**src/rtl/bcd_to_binary.sv**
```systemverilog
// bcd_to_binary: sequential packed-BCD to binary converter.
// One digit is folded into the accumulator per clock (acc*10 + digit),
// most significant digit first, so a request takes DIGITS busy cycles
// followed by a single-cycle done pulse.
// Optional feature macro: BCD_CHECK_EN -- flags operands containing a
// nibble above 9; such a conversion still runs full latency and then
// reports binary=0 with error held high until the next accepted start.
// Without the macro error is constant 0 and nibbles 10-15 are used raw.
module bcd_to_binary #(
    parameter int DIGITS = 4,
    parameter int BIN_W  = 14
) (
    input  logic                  clk,
    input  logic                  reset,
    input  logic                  start,
    input  logic [4*DIGITS-1:0]   bcd,
    output logic [BIN_W-1:0]      binary,
    output logic                  busy,
    output logic                  done,
    output logic                  error
);

    localparam int CNT_W = (DIGITS > 1) ? $clog2(DIGITS) : 1;

    typedef enum logic [0:0] {
        IDLE    = 1'b0,
        CONVERT = 1'b1
    } state_t;

    state_t              state_r;
    logic [4*DIGITS-1:0] shift_r;
    logic [BIN_W-1:0]    acc_r;
    logic [CNT_W-1:0]    cnt_r;
    logic [3:0]          digit_s;
    logic [BIN_W-1:0]    acc_next_s;

`ifdef BCD_CHECK_EN
    logic                bad_r;

    // True when any nibble of the operand is not a valid decimal digit.
    function automatic logic has_bad_digit(input logic [4*DIGITS-1:0] value);
        logic bad;
        bad = 1'b0;
        for (int i = 0; i < DIGITS; i++) begin
            if (value[4*i +: 4] > 4'd9) begin
                bad = 1'b1;
            end else begin
                bad = bad;
            end
        end
        return bad;
    endfunction
`endif

    // Next accumulator value: acc*10 + current top digit, wrapped to BIN_W.
    always_comb begin
        digit_s    = shift_r[4*DIGITS-1 -: 4];
        acc_next_s = (acc_r << 2'd3) + (acc_r << 2'd1) + BIN_W'(digit_s);
    end

    // Control FSM, datapath registers and registered outputs.
    always_ff @(posedge clk) begin
        if (reset) begin
            state_r <= IDLE;
            shift_r <= {(4*DIGITS){1'b0}};
            acc_r   <= {BIN_W{1'b0}};
            cnt_r   <= {CNT_W{1'b0}};
            binary  <= {BIN_W{1'b0}};
            busy    <= 1'b0;
            done    <= 1'b0;
            error   <= 1'b0;
`ifdef BCD_CHECK_EN
            bad_r   <= 1'b0;
`endif
        end else begin
            done <= 1'b0;
`ifndef BCD_CHECK_EN
            error <= 1'b0;
`endif
            case (state_r)
                IDLE: begin
                    if (start) begin
                        shift_r <= bcd;
                        acc_r   <= {BIN_W{1'b0}};
                        cnt_r   <= CNT_W'(DIGITS - 1);
                        busy    <= 1'b1;
                        state_r <= CONVERT;
`ifdef BCD_CHECK_EN
                        bad_r   <= has_bad_digit(bcd);
                        error   <= 1'b0;
`endif
                    end else begin
                        state_r <= IDLE;
                    end
                end
                CONVERT: begin
                    acc_r   <= acc_next_s;
                    shift_r <= shift_r << 3'd4;
                    if (cnt_r == {CNT_W{1'b0}}) begin
                        done    <= 1'b1;
                        busy    <= 1'b0;
                        state_r <= IDLE;
`ifdef BCD_CHECK_EN
                        binary  <= bad_r ? {BIN_W{1'b0}} : acc_next_s;
                        error   <= bad_r;
`else
                        binary  <= acc_next_s;
`endif
                    end else begin
                        cnt_r <= cnt_r - {{(CNT_W-1){1'b0}}, 1'b1};
                    end
                end
                default: begin
                    state_r <= IDLE;
                    busy    <= 1'b0;
                end
            endcase
        end
    end

endmodule

```
**config.mk**
```make
export PLATFORM = sky130hd
export DESIGN_NAME = bcd_to_binary
export DESIGN_NICKNAME = d
export VERILOG_FILES = /design/src/rtl/bcd_to_binary.sv
export SDC_FILE = /design/constraint.sdc
export NUM_CORES = 1
export LEC_CHECK = 0
export ABC_CLOCK_PERIOD_IN_PS = 2960
export CAP_MARGIN = 20
export CORE_MARGIN = 5
export CORE_UTILIZATION = 54
export DETAILED_ROUTE_END_ITERATION = 16
export PLACE_DENSITY = 0.79
export SLEW_MARGIN = 10
export SYNTH_ARGS = -nofsm -noshare
export SYNTH_HDL_FRONTEND = slang
export SYNTH_SLANG_ARGS = --single-unit
```
**constraint.sdc**
```tcl
create_clock -name clk -period 2.96 [get_ports clk]
set_input_delay 0.888 -clock clk [delete_from_list [all_inputs] [get_ports clk]]
set_output_delay 0.888 -clock clk [all_outputs]
set_load 0.01 [all_outputs]
```
Yosys cells after proc, flatten, opt, wreduce, memory -nomap -nowiden --
Cells that the tools add are included.
Word-level totals: bits of input ports 19, bits in registers 48
Cells by class: $add $sub $neg 3, equality and inequality tests 3, bitwise operators 1, muxes and demuxes 14, reductions and logical operators 5
Operator list (number):
- $pmux 16 s2 | 1
- $pmux 13 s2 | 1
- $mux 16 | 1
- $add 14x14->14 | 1
- $add 14x4->14 | 1
- $mux 13 | 1
- $reduce_and 2->1 | 3
- $mux 1 | 5
- $mux 2 | 2
- $ne 2x2->1 const B | 2
- $pmux 1 s2 | 2
- $pmux 2 s2 | 1
- $logic_not 2->1 | 1
- $ne 2x1->1 const B | 1
- $reduce_or 2->1 | 1
- $sub 2x1->2 const B | 1
- $not 1->1 | 1

Depth between registers and ports, before layout --
Gate-level depths: netlist (run 1).
depth in word-level cells 3, depth in mapped cells 9, gate-level depth less buffers 9

Least setup slack after synthesis (run 1) --
OpenSTA, ideal clock, no wires.
kind register -> register, from reg shift_r[15], to reg binary[11], setup slack 0.556 ns, clock period less this slack 2.404 ns, arrival time 2.286 ns, stages on the path, launching flop included 10, required time 2.843 ns, cell sequence dfxtp_1 > inv_1 > fa_1 > inv_1 > ha_1 > a21o_1 > nand4_1 > a211oi_2 > or3_1 > a32o_1
On the way: word-level cells in the longest chain between the ends 1
RTL lines:
- start: declaration | line 31 | logic [4*DIGITS-1:0] shift_r;
- start signal: assignment | line 65 | shift_r <= {(4*DIGITS){1'b0}};
- start signal: assignment | line 98 | shift_r <= shift_r << 3'd4;
- $add 14x4->14 | line 58 | acc_next_s = (acc_r << 2'd3) + (acc_r << 2'd1) + BIN_W'(digit_s);
- end signal: assignment | line 68 | binary <= {BIN_W{1'b0}};
- end signal: assignment | line 107 | binary <= acc_next_s;
- end: declaration | line 17 | output logic [BIN_W-1:0] binary,
Every way passes these cells. A chain may end at the register's enable or synchronous reset.

Worst setup path after layout (run 1) --
from reg acc_r[0], to reg binary[12]
On the way: word-level cells in the longest chain between the ends 2
RTL lines:
- start: declaration | line 32 | logic [BIN_W-1:0] acc_r;
- start signal: assignment | line 66 | acc_r <= {BIN_W{1'b0}};
- start signal: assignment | line 84 | acc_r <= {BIN_W{1'b0}};
- start signal: assignment | line 97 | acc_r <= acc_next_s;
- $add 14x14->14 | line 58
- $add 14x4->14 | line 58
Every way passes these cells.

==> flow_summary.yaml, run 1 <==
drt:
  route.detailed.wl_per_inst_microns: 14.6
  detailedRoute.firstPassIterationCount: 4
  final_antenna_net_count: 0
  route.final.wire_length_microns: 5510
  avgViaCountPerCell: 5.79
  drt-initial-drc-count: 110
  drt_drc_violations_left: 0
  num_vias: 2177
sta:
  totalNegativeSetupSlack_ns: 0
  drv_slew: 0
  setup_slack_ns: 0.387
  clock_skew_ns: 0.00485
  final_critical_delay_including_setup_and_external_delays_ns: 2.57
  fmax_mhz: 389
  final-setup-viol-count: 0
  finalHoldViolCount: 0
  worst_slew_pin_slew_ns: 0.541
  post-route-period-util_pct: 86.9
  rsz0062_at_grt: "no"
  slew_headroom_pct: 63.5
yosys:
  netlist_area_sq_mm: 0.00257
  post_synth_num_cell_types: 47
  combinational_family_with_the_most_area_after_synthesis: "compound AO/OA/AOI/OAI gates"
  total_of_warnings_raised_by_yosys: 0
  synth-simple-area-share_pct: 17.9
  synth.ff_latch_count: 48
  synth_xor_area_share_pct: 1.70
  synth-adder-area-share_pct: 12.7
  synthArstFlopShare_pct: 0
  yosys-mux-area-fraction_pct: 6.22
  synth-edff-count: 0
  ys_seq_area_share_pct: 37.3
  synthesis.area_per_instance_sq_um: 8.75
  synth-compound-area-share_pct: 18.9
  syn-instance-count: 294
  syn_nets: 338
  synth_top_flop_cell: "sky130_fd_sc_hd__dfxtp_1"
cts:
  tritoncts_clock_tree: "built"
  postCtsSetupBuffers: 0
  cts_hold_buffers: 0
  clock_insertion_delay_worst_skew_ns: 0.30
  clock_tree.htree_level_count: 2
  clock_sinks: 48
  cts_repair_resize_count: 0
  clk_pin_slew_ns: 0.08
  cts.root.buffer_cell: "sky130_fd_sc_hd__clkbuf_8"
  clk_path_buf_depth: 2
  cts-buffers-inserted: 5
die:
  fp.coreArea_sq_mm: 0.00466
  initial_utilization_pct: 55.2
  die_x_microns: 79.0
  die_height_microns: 79.0
  top_level_ports: 36
  die_area_sq_mm: 0.00625
  rows: 25
grt:
  groute.layer.met3.usage_pct: 4.76
  global_route.usage.met1_pct: 22.4
  global_route.peak_usage_layer: "met2"
  first_global_vias: 1995
  grtUsageTotal_pct: 18.3
  grt_overflow_total: 0
  antenna_violations_before_repair: 0
  grt.met2_usage_pct: 30.6
  pin_count_of_the_biggest_net_entering_global_routing: 42
  grt_pass1_wl_microns: 9140
placed_design:
  dp_slack_ns: 0.447
  placement.io_buffers: 34
  gpl.final_weighted_congestion: 0.862
  dp.final_hpwl_microns: 3940
status:
  run_status: "finished clean"
hold_path:
  timing.hold.worst.class: "reg2reg"
  timing.hold.worst_endpoint: "cnt_r[0]"
  hold_start: "cnt_r[0]"
  hold_path_depth: 1
critical_path:
  timing.critical_path.required_ns: 3.15
  worst_setup_path_start_kind: "flop"
  worstPathMaxFanout: 4
  timing.reg2reg.worst_path_depth: 8
  reg2reg_from: "acc_r[0]"
  rr_endpoint: "binary[12]"
  cp_data_arrival_time_ns: 2.77
  reg2reg_setup_slack_ns: 0.39
  timing.critical_path.from: "acc_r[0]"
  crit_type: "reg2reg"
  crit_path_end_kind: "flop"
power:
  power_density_of_the_placed_cells_mw_per_mm2: 417
  total_leakage_power_uw: 0.00134
  peakVddDrop_mv: 0.291
final_layout:
  n_antenna_cell: 0
  fin_nets: 365
  layout-area-overhead-vs-synth_pct: 18.0
  fraction_of_final_layout_cells_sized_beyond_drive_strength_1_pct: 4.66
flow_run:
  maxCapViolations: 0
## report_power, final
group          internal (uW)  switching [uW]
clock                    191             207
sequential               671            17.6
combinational           80.1            97.8
## synth_stat cells (all sizes together), types with 2 or more instances
| master | n | area (sq um) |
|---|---|---|
| xnor2 | 3 | 26.3 |
| xor2 | 2 | 17.5 |
| inv | 12 | 45.0 |
| fa | 2 | 40.0 |
| o21ai | 10 | 50.1 |
| a21o | 5 | 37.5 |
| nand3 | 10 | 50.1 |
| o2111ai | 2 | 17.5 |
| nor2b | 2 | 12.5 |
| nand2b | 2 | 12.5 |
| buf | 8 | 38.8 |
| a32o | 5 | 50.1 |
| nand4 | 2 | 12.5 |
| nand2 | 14 | 52.6 |
| or3 | 5 | 31.3 |
| a211oi | 4 | 35.0 |
| nor3 | 11 | 55.1 |
| dfxtp | 48 | 961 |
| nor3b | 5 | 37.5 |
| nor2 | 38 | 143 |
| a31oi | 3 | 33.8 |
| mux2i | 16 | 160 |
| a22o | 6 | 52.6 |
| and3 | 2 | 12.5 |
| or4 | 2 | 15.0 |
| ha | 23 | 288 |
| a21oi | 29 | 149 |
| clkbuf | 10 | 37.5 |
## per-stage QoR
step / power, uW / instances / util, % / hold WS (ns) / cell area, sq um
detailed placement: 881 / 368 / 63.2 / 0.432 / 2950
floorplan: 817 / 294 / - / 0.411 / 2570
finish: 1260 / 376 / 65.2 / 0.443 / 3040
CTS: 1280 / 376 / 65.2 / 0.445 / 3040
global route: 1330 / 376 / 65.2 / 0.471 / 3040
global placement: 877 / 368 / 63.2 / 0.432 / 2950
## per-layer routing
metal	wire length, microns	vias up
li1	-	1103
met1	2510	1012
met2	2640	50
met3	233	12
met4	123	0
met5	0	-
## cell families after synthesis
group	after synthesis
simple gates	97
compound gates	71
flops	48
buf+inv	31
fa+ha+maj	25
mux	16
xor+xnor	5
other cells	1
## layout by cell type (no fill, tap or decap), drive strengths merged, types with 5 or more instances in the layout
cell,netlist,routed
dfxtp,48,48
nor2,38,38
clkdlybuf4s50,0,34
a21oi,29,29
ha,23,23
mux2i,16,16
nand2,14,14
inv,12,12
nor3,11,11
o21ai,10,10
nand3,10,10
clkbuf,10,8
a22o,6,6
a21o,5,5
a32o,5,5
nor3b,5,5
or3,5,5
buf,8,5
## worst max-delay path, stage by stage (launching register included)
cell and delay [ns]:
sky130_fd_sc_hd__dfxtp_1 0.34, sky130_fd_sc_hd__inv_1 0.07, sky130_fd_sc_hd__fa_1 0.50, sky130_fd_sc_hd__fa_1 0.49, sky130_fd_sc_hd__nor2b_1 0.18, sky130_fd_sc_hd__o2111ai_1 0.19
sky130_fd_sc_hd__a21oi_1 0.31, sky130_fd_sc_hd__o21ai_0 0.15, sky130_fd_sc_hd__a32o_1 0.26
## cell type report
class / count / area [sq um]
Timing Repair Buffer: 39 / 390
Sequential cell: 48 / 961
Inverter: 12 / 45.0
Clock buffer: 8 / 90.1
Fill cell: 415 / 1620
Multi-Input combinational cell: 215 / 1480
Tap cell: 54 / 67.6
## flip-flops by register name (all words and copies together) (netlist names)
register / cells
acc_r: 13
busy: 1
shift_r: 16
done: 1
binary: 14
cnt_r: 2
state_r: 1
## worst max path at each step
stage                     slack [ns]         end  cells past startpoint
after floorplan                 0.56  binary[11]                      9
after global placement          0.49  binary[11]                      9
after detailed placement        0.45  binary[12]                      8
after CTS                       0.43  binary[12]                      8
after global routing            0.22  binary[12]                      8
final                           0.39  binary[12]                      8
(Power assumes the default switching activity.)
==> run 2: changes to the inputs <==
- CELL_PAD_IN_SITES_DETAIL_PLACEMENT: default -> 0
- CELL_PAD_IN_SITES_GLOBAL_PLACEMENT: default -> 1
- CORE_UTILIZATION: 54 -> 41
- PLACE_DENSITY: 0.79 -> default
- PLACE_DENSITY_LB_ADDON: default -> 0.1
- REMOVE_ABC_BUFFERS: default -> 1
==> run 2 against run 1 <==
Net effect: cell count grew 6.1%; die area is 27% higher; clock skew grew 0.0019 ns; clock-buffer cell count stayed put; global-route usage decreased by 2.0 points; fmax fell by 0.33%; worst setup slack got worse by 0.0086 ns; via count fell by 0.51%; sequential power fell by 0.6%; sequential cell count unchanged; non-clock buffer count grew 2; sequential share of layout area down 0.42 points; critical path type unchanged; critical endpoint is now binary[11]; highest routed layer unchanged.
==> flow_summary.yaml, run 2 (synthesis results as in run 1) <==
grt:
  groute.layer.met3.usage_pct: 4.06
  grtUsageTotal_pct: 16.3
  antenna_violations_before_repair: 0
  global_route.usage.met1_pct: 22.0
  first_global_vias: 2042
  grt_pass1_wl_microns: 10100
  pin_count_of_the_biggest_net_entering_global_routing: 51
  grt.met2_usage_pct: 25.7
  global_route.peak_usage_layer: "met2"
  grt_overflow_total: 0
final_layout:
  max_reg_flops: 16
  layout_top_registers: "shift_r (16), binary (14), acc_r (13)"
  design_area_sq_mm: 0.00308
  final_common_cell: "sky130_fd_sc_hd__dfxtp_1"
  layout-area-overhead-vs-synth_pct: 19.6
  fraction_of_final_layout_cells_sized_beyond_drive_strength_1_pct: 5.25
  finalCoreUtilization_pct: 51.1
  layout.cells.most_common_list: "sky130_fd_sc_hd__dfxtp_1 (48), sky130_fd_sc_hd__nor2_1 (38), sky130_fd_sc_hd__clkdlybuf4s50_1 (34)"
  max_flop_register: "shift_r"
  fin_nets: 367
  post_layout_nonfiller_instances: 399
  n_antenna_cell: 0
critical_path:
  timing.critical_path.from: "shift_r[15]"
  crit_type: "reg2reg"
  endpoint: "binary[11]"
  timing.critical_path.required_ns: 3.16
  cp_top_family: "adder cells"
  timing.critical_path.slowest_stage_cell: "sky130_fd_sc_hd__fa_1"
  cp_data_arrival_time_ns: 2.78
  reg2reg_setup_slack_ns: 0.38
  crit_path_end_kind: "flop"
  worst_setup_path_start_kind: "flop"
  timing.critical_path.cells: "inv_1, fa_1, inv_1, ha_1, a21o_1, nand4_1, a211oi_2, or3_1, a32o_1"
  rr_endpoint: "binary[11]"
  timing.reg2reg.worst_path_depth: 9
  cp_num_cells: 9
  worstPathMaxFanout: 5
  reg2reg_from: "shift_r[15]"
  critical_path_buf_inv_count: 2
  worst_path_most_repeated_cell: "sky130_fd_sc_hd__inv_1"
  crit_path_max_incr_delay_ns: 0.59
drt:
  drt_drc_violations_left: 0
  avgViaCountPerCell: 5.43
  route.final.wire_length_microns: 5970
  final_antenna_net_count: 0
  num_vias: 2166
  drt-initial-drc-count: 112
  route.detailed.wl_per_inst_microns: 15.0
  detailedRoute.firstPassIterationCount: 4
cts:
  clk_path_buf_depth: 2
  clk_pin_slew_ns: 0.09
  cts_repair_resize_count: 0
  cts.root.buffer_cell: "sky130_fd_sc_hd__clkbuf_8"
  cts-buffers-inserted: 5
  cts_hold_buffers: 0
  clock_sinks: 48
  clock_tree.htree_level_count: 2
  clock_insertion_delay_worst_skew_ns: 0.30
  tritoncts_clock_tree: "built"
  postCtsSetupBuffers: 0
power:
  peakVddDrop_mv: 0.247
  total_switching_power_uw: 328
  share_of_power_burned_in_the_clock_network_pct: 31.7
  intPower_uw: 944
  p_total_uw: 1270
  total_leakage_power_uw: 0.00135
  seqPwrFrac_pct: 53.8
  power.combinational.fraction_pct: 14.5
  netSwitchingFraction_pct: 25.8
  power_density_of_the_placed_cells_mw_per_mm2: 413
placed_design:
  gpl.final_weighted_congestion: 0.889
  dp.final_hpwl_microns: 4290
  placement.io_buffers: 34
  dpl_cell_area_sq_mm: 0.00299
  placedCellCount: 391
sta:
  clock_skew_ns: 0.00678
  final-setup-viol-count: 0
  drv_slew: 0
  finalHoldViolCount: 0
  final_critical_delay_including_setup_and_external_delays_ns: 2.58
  post-route-period-util_pct: 87.2
  rsz0062_at_grt: "no"
  totalNegativeSetupSlack_ns: 0
  fmax_mhz: 387
hold_path:
  timing.hold.worst.class: "reg2reg"
die:
  initial_utilization_pct: 42.7
  die_height_microns: 89.2
  die_area_sq_mm: 0.00796
  rows: 28
  top_level_ports: 36
  fp.coreArea_sq_mm: 0.00603
  die_x_microns: 89.2
flow_run:
  maxCapViolations: 0
status:
  run_status: "finished clean"
-- run 2: changes by cell type in the layout (fill, tap and decap cells not counted), sizes merged --
cell / previous run / this run
buf: 5 / 7
-- run 2: how the worst min path moves through the flow --
stage,from,endpoint,slack (ns),cells after the start
6_report,cnt_r[0],cnt_r[0],0.45,1
5_1_grt,cnt_r[0],cnt_r[0],0.49,1
4_1_cts,cnt_r[0],cnt_r[0],0.45,1
3_5_place_dp,cnt_r[0],cnt_r[0],0.43,1
3_3_place_gp,cnt_r[0],cnt_r[0],0.43,1
2_1_floorplan,cnt_r[0],cnt_r[0],0.41,1
-- run 2: metrics by stage --
stage | setup WS (ns) | hold slack [ns]
6_report | 0.378 | 0.447
5_1_grt | 0.248 | 0.487
4_1_cts | 0.386 | 0.448
3_5_place_dp | 0.386 | 0.428
3_3_place_gp | 0.443 | 0.428
2_1_floorplan | 0.555 | 0.408
-- run 2: metal layers --
layer  vias to the layer above  part of all wire (%)
met4                         0                   1.6
li1                       1109                     -
met5                         -                     0
met3                         8                   4.9
met1                      1003                    49
met2                        46                    45
-- run 2: power groups by stage --
stage	registers [uW]	logic, uW	clock network [uW]
after floorplan	710	86.5	0
after global placement	700	187	0
after detailed placement	700	187	0
after CTS	685	187	420
after global routing	688	208	451
final	685	184	403
-- run 2: worst reg2reg max path: stages (launching register included) --
cell and delay (ns):
sky130_fd_sc_hd__dfxtp_1 0.34, sky130_fd_sc_hd__inv_1 0.06, sky130_fd_sc_hd__fa_1 0.59, sky130_fd_sc_hd__inv_1 0.06, sky130_fd_sc_hd__ha_1 0.28, sky130_fd_sc_hd__a21o_1 0.19, sky130_fd_sc_hd__nand4_1 0.21, sky130_fd_sc_hd__a211oi_2 0.14
sky130_fd_sc_hd__or3_1 0.37, sky130_fd_sc_hd__a32o_1 0.26
-- run 2: layout make-up --
cell class	count	area [sq um]
fillers	603	2950
multi-input cells	215	1480
flip-flops and latches	48	961
repair buffers	41	405
well taps	75	93.8
clock buffers	8	90.1
inverters	12	45.0
==> run 3: changes to the inputs <==
- CORE_UTILIZATION: 41 -> 43
- CTS_BUF_LIST: default -> sky130_fd_sc_hd__clkbuf_8
==> run 3 against run 2 <==
Net effect: via count hardly changed; combinational power hardly changed; critical endpoint unchanged; wire length down 2.6%; highest routed layer unchanged; global-route usage rose by 0.35 points.
==> flow_summary.yaml, run 3 (synthesis results as in run 1) <==
die:
  initial_utilization_pct: 43.7
  die_area_sq_mm: 0.00763
  top_level_ports: 36
  rows: 28
  die_x_microns: 87.4
  die_height_microns: 87.4
  fp.coreArea_sq_mm: 0.00589
placed_design:
  placement.io_buffers: 34
  placedCellCount: 390
  gpl.final_weighted_congestion: 0.839
  dp.final_hpwl_microns: 4160
final_layout:
  n_antenna_cell: 0
  finalCoreUtilization_pct: 52.6
  post_layout_nonfiller_instances: 398
  total_area_of_multi_input_combinational_cells_sq_mm: 0.00148
  layout_top_registers: "shift_r (16), binary (14), acc_r (13)"
  layout-area-overhead-vs-synth_pct: 20.3
  fraction_of_final_layout_cells_sized_beyond_drive_strength_1_pct: 5.57
  layout.filler_cells: 578
  fin_nets: 366
  max_reg_flops: 16
  area.sequential_sq_um: 961
  final_common_cell: "sky130_fd_sc_hd__dfxtp_1"
  layout.cells.most_common_list: "sky130_fd_sc_hd__dfxtp_1 (48), sky130_fd_sc_hd__nor2_1 (38), sky130_fd_sc_hd__clkdlybuf4s50_1 (34)"
  max_flop_register: "shift_r"
cts:
  cts.root.buffer_cell: "sky130_fd_sc_hd__clkbuf_8"
  clk_path_buf_depth: 2
  cts_hold_buffers: 0
  clock_insertion_delay_worst_skew_ns: 0.30
  clock_tree.htree_level_count: 2
  tritoncts_clock_tree: "built"
  cts-buffers-inserted: 5
  clk_pin_slew_ns: 0.10
  clock_sinks: 48
  cts_repair_resize_count: 0
  postCtsSetupBuffers: 0
power:
  seqPwrFrac_pct: 50.3
  netSwitchingFraction_pct: 26.2
  total_switching_power_uw: 357
  total_leakage_power_uw: 0.00136
  power_density_of_the_placed_cells_mw_per_mm2: 441
  share_of_power_burned_in_the_clock_network_pct: 36.3
  power.combinational.fraction_pct: 13.4
  peakVddDrop_mv: 0.209
  p_total_uw: 1360
  intPower_uw: 1010
sta:
  final_critical_delay_including_setup_and_external_delays_ns: 2.57
  clock_skew_ns: 0.0107
  totalNegativeSetupSlack_ns: 0
  finalHoldViolCount: 0
  fmax_mhz: 390
  post-route-period-util_pct: 86.7
  final-setup-viol-count: 0
  rsz0062_at_grt: "no"
  finalHoldWorstSlack_ns: 0.440
  drv_slew: 0
critical_path:
  timing.critical_path.required_ns: 3.17
  cp_data_arrival_time_ns: 2.77
  crit_type: "reg2reg"
  worst_setup_path_start_kind: "flop"
  worstPathMaxFanout: 5
  crit_path_end_kind: "flop"
flow_run:
  maxCapViolations: 0
drt:
  drt_drc_violations_left: 0
  detailedRoute.firstPassIterationCount: 4
  route.final.wire_length_microns: 5810
  avgViaCountPerCell: 5.44
  final_antenna_net_count: 0
  route.detailed.wl_per_inst_microns: 14.6
  drt-initial-drc-count: 79
  num_vias: 2164
grt:
  pin_count_of_the_biggest_net_entering_global_routing: 39
  grt_pass1_wl_microns: 10000
  grt_overflow_total: 0
  grtUsageTotal_pct: 16.6
  antenna_violations_before_repair: 0
  first_global_vias: 2141
status:
  run_status: "finished clean"
hold_path:
  timing.hold.worst.class: "reg2reg"
[run 3: metrics by stage]
step | setup slack, ns | area (sq um)
5_1_grt | 0.208 | 3100
4_1_cts | 0.396 | 3100
2_1_floorplan | 0.555 | 2490
3_5_place_dp | 0.412 | 2980
6_report | 0.393 | 3100
3_3_place_gp | 0.446 | 2980
[run 3: area by class of cell]
class | count | share of cell area (%)
multi-input combinational | 215 | 47.9
inverter | 12 | 1.46
sequential | 48 | 31.0
clock inverter | 3 | 1.50
tap | 75 | 3.03
timing repair buffer | 40 | 12.9
clock buffer | 5 | 2.22
[run 3: power by group through the flow]
stage	combinational, uW	sequential [uW]	clock (uW)
after floorplan	86.5	710	0
after global placement	183	702	0
after detailed placement	184	702	0
after CTS	185	687	504
after global routing	206	691	539
final	183	687	495
[run 3: path summary, 6_finish.rpt]
path | cells after the start | slack [ns] | to | from
worst min register to register | 1 | 0.44 | cnt_r[0] | cnt_r[0]
worst max-delay path | 9 | 0.39 | binary[11] | shift_r[15]
worst max register to register | 9 | 0.39 | binary[11] | shift_r[15]
worst min-delay path | 1 | 0.44 | cnt_r[0] | cnt_r[0]
[run 3: worst max-delay path, stage by stage (launching register included)]
cell and delay [ns]:
sky130_fd_sc_hd__dfxtp_1 0.34, sky130_fd_sc_hd__inv_1 0.06, sky130_fd_sc_hd__fa_1 0.58, sky130_fd_sc_hd__inv_1 0.05, sky130_fd_sc_hd__ha_1 0.30, sky130_fd_sc_hd__a21o_1 0.20
sky130_fd_sc_hd__nand4_1 0.20, sky130_fd_sc_hd__a211oi_2 0.14, sky130_fd_sc_hd__or3_1 0.36, sky130_fd_sc_hd__a32o_1 0.26
[run 3: layer usage]
metal / global-route usage, % / part of all wire [%]
met1: 21.4 / 47
met3: 3.12 / 4.3
met4: 6.56 / 1.8
met2: 27.3 / 47
met5: 0 / 0
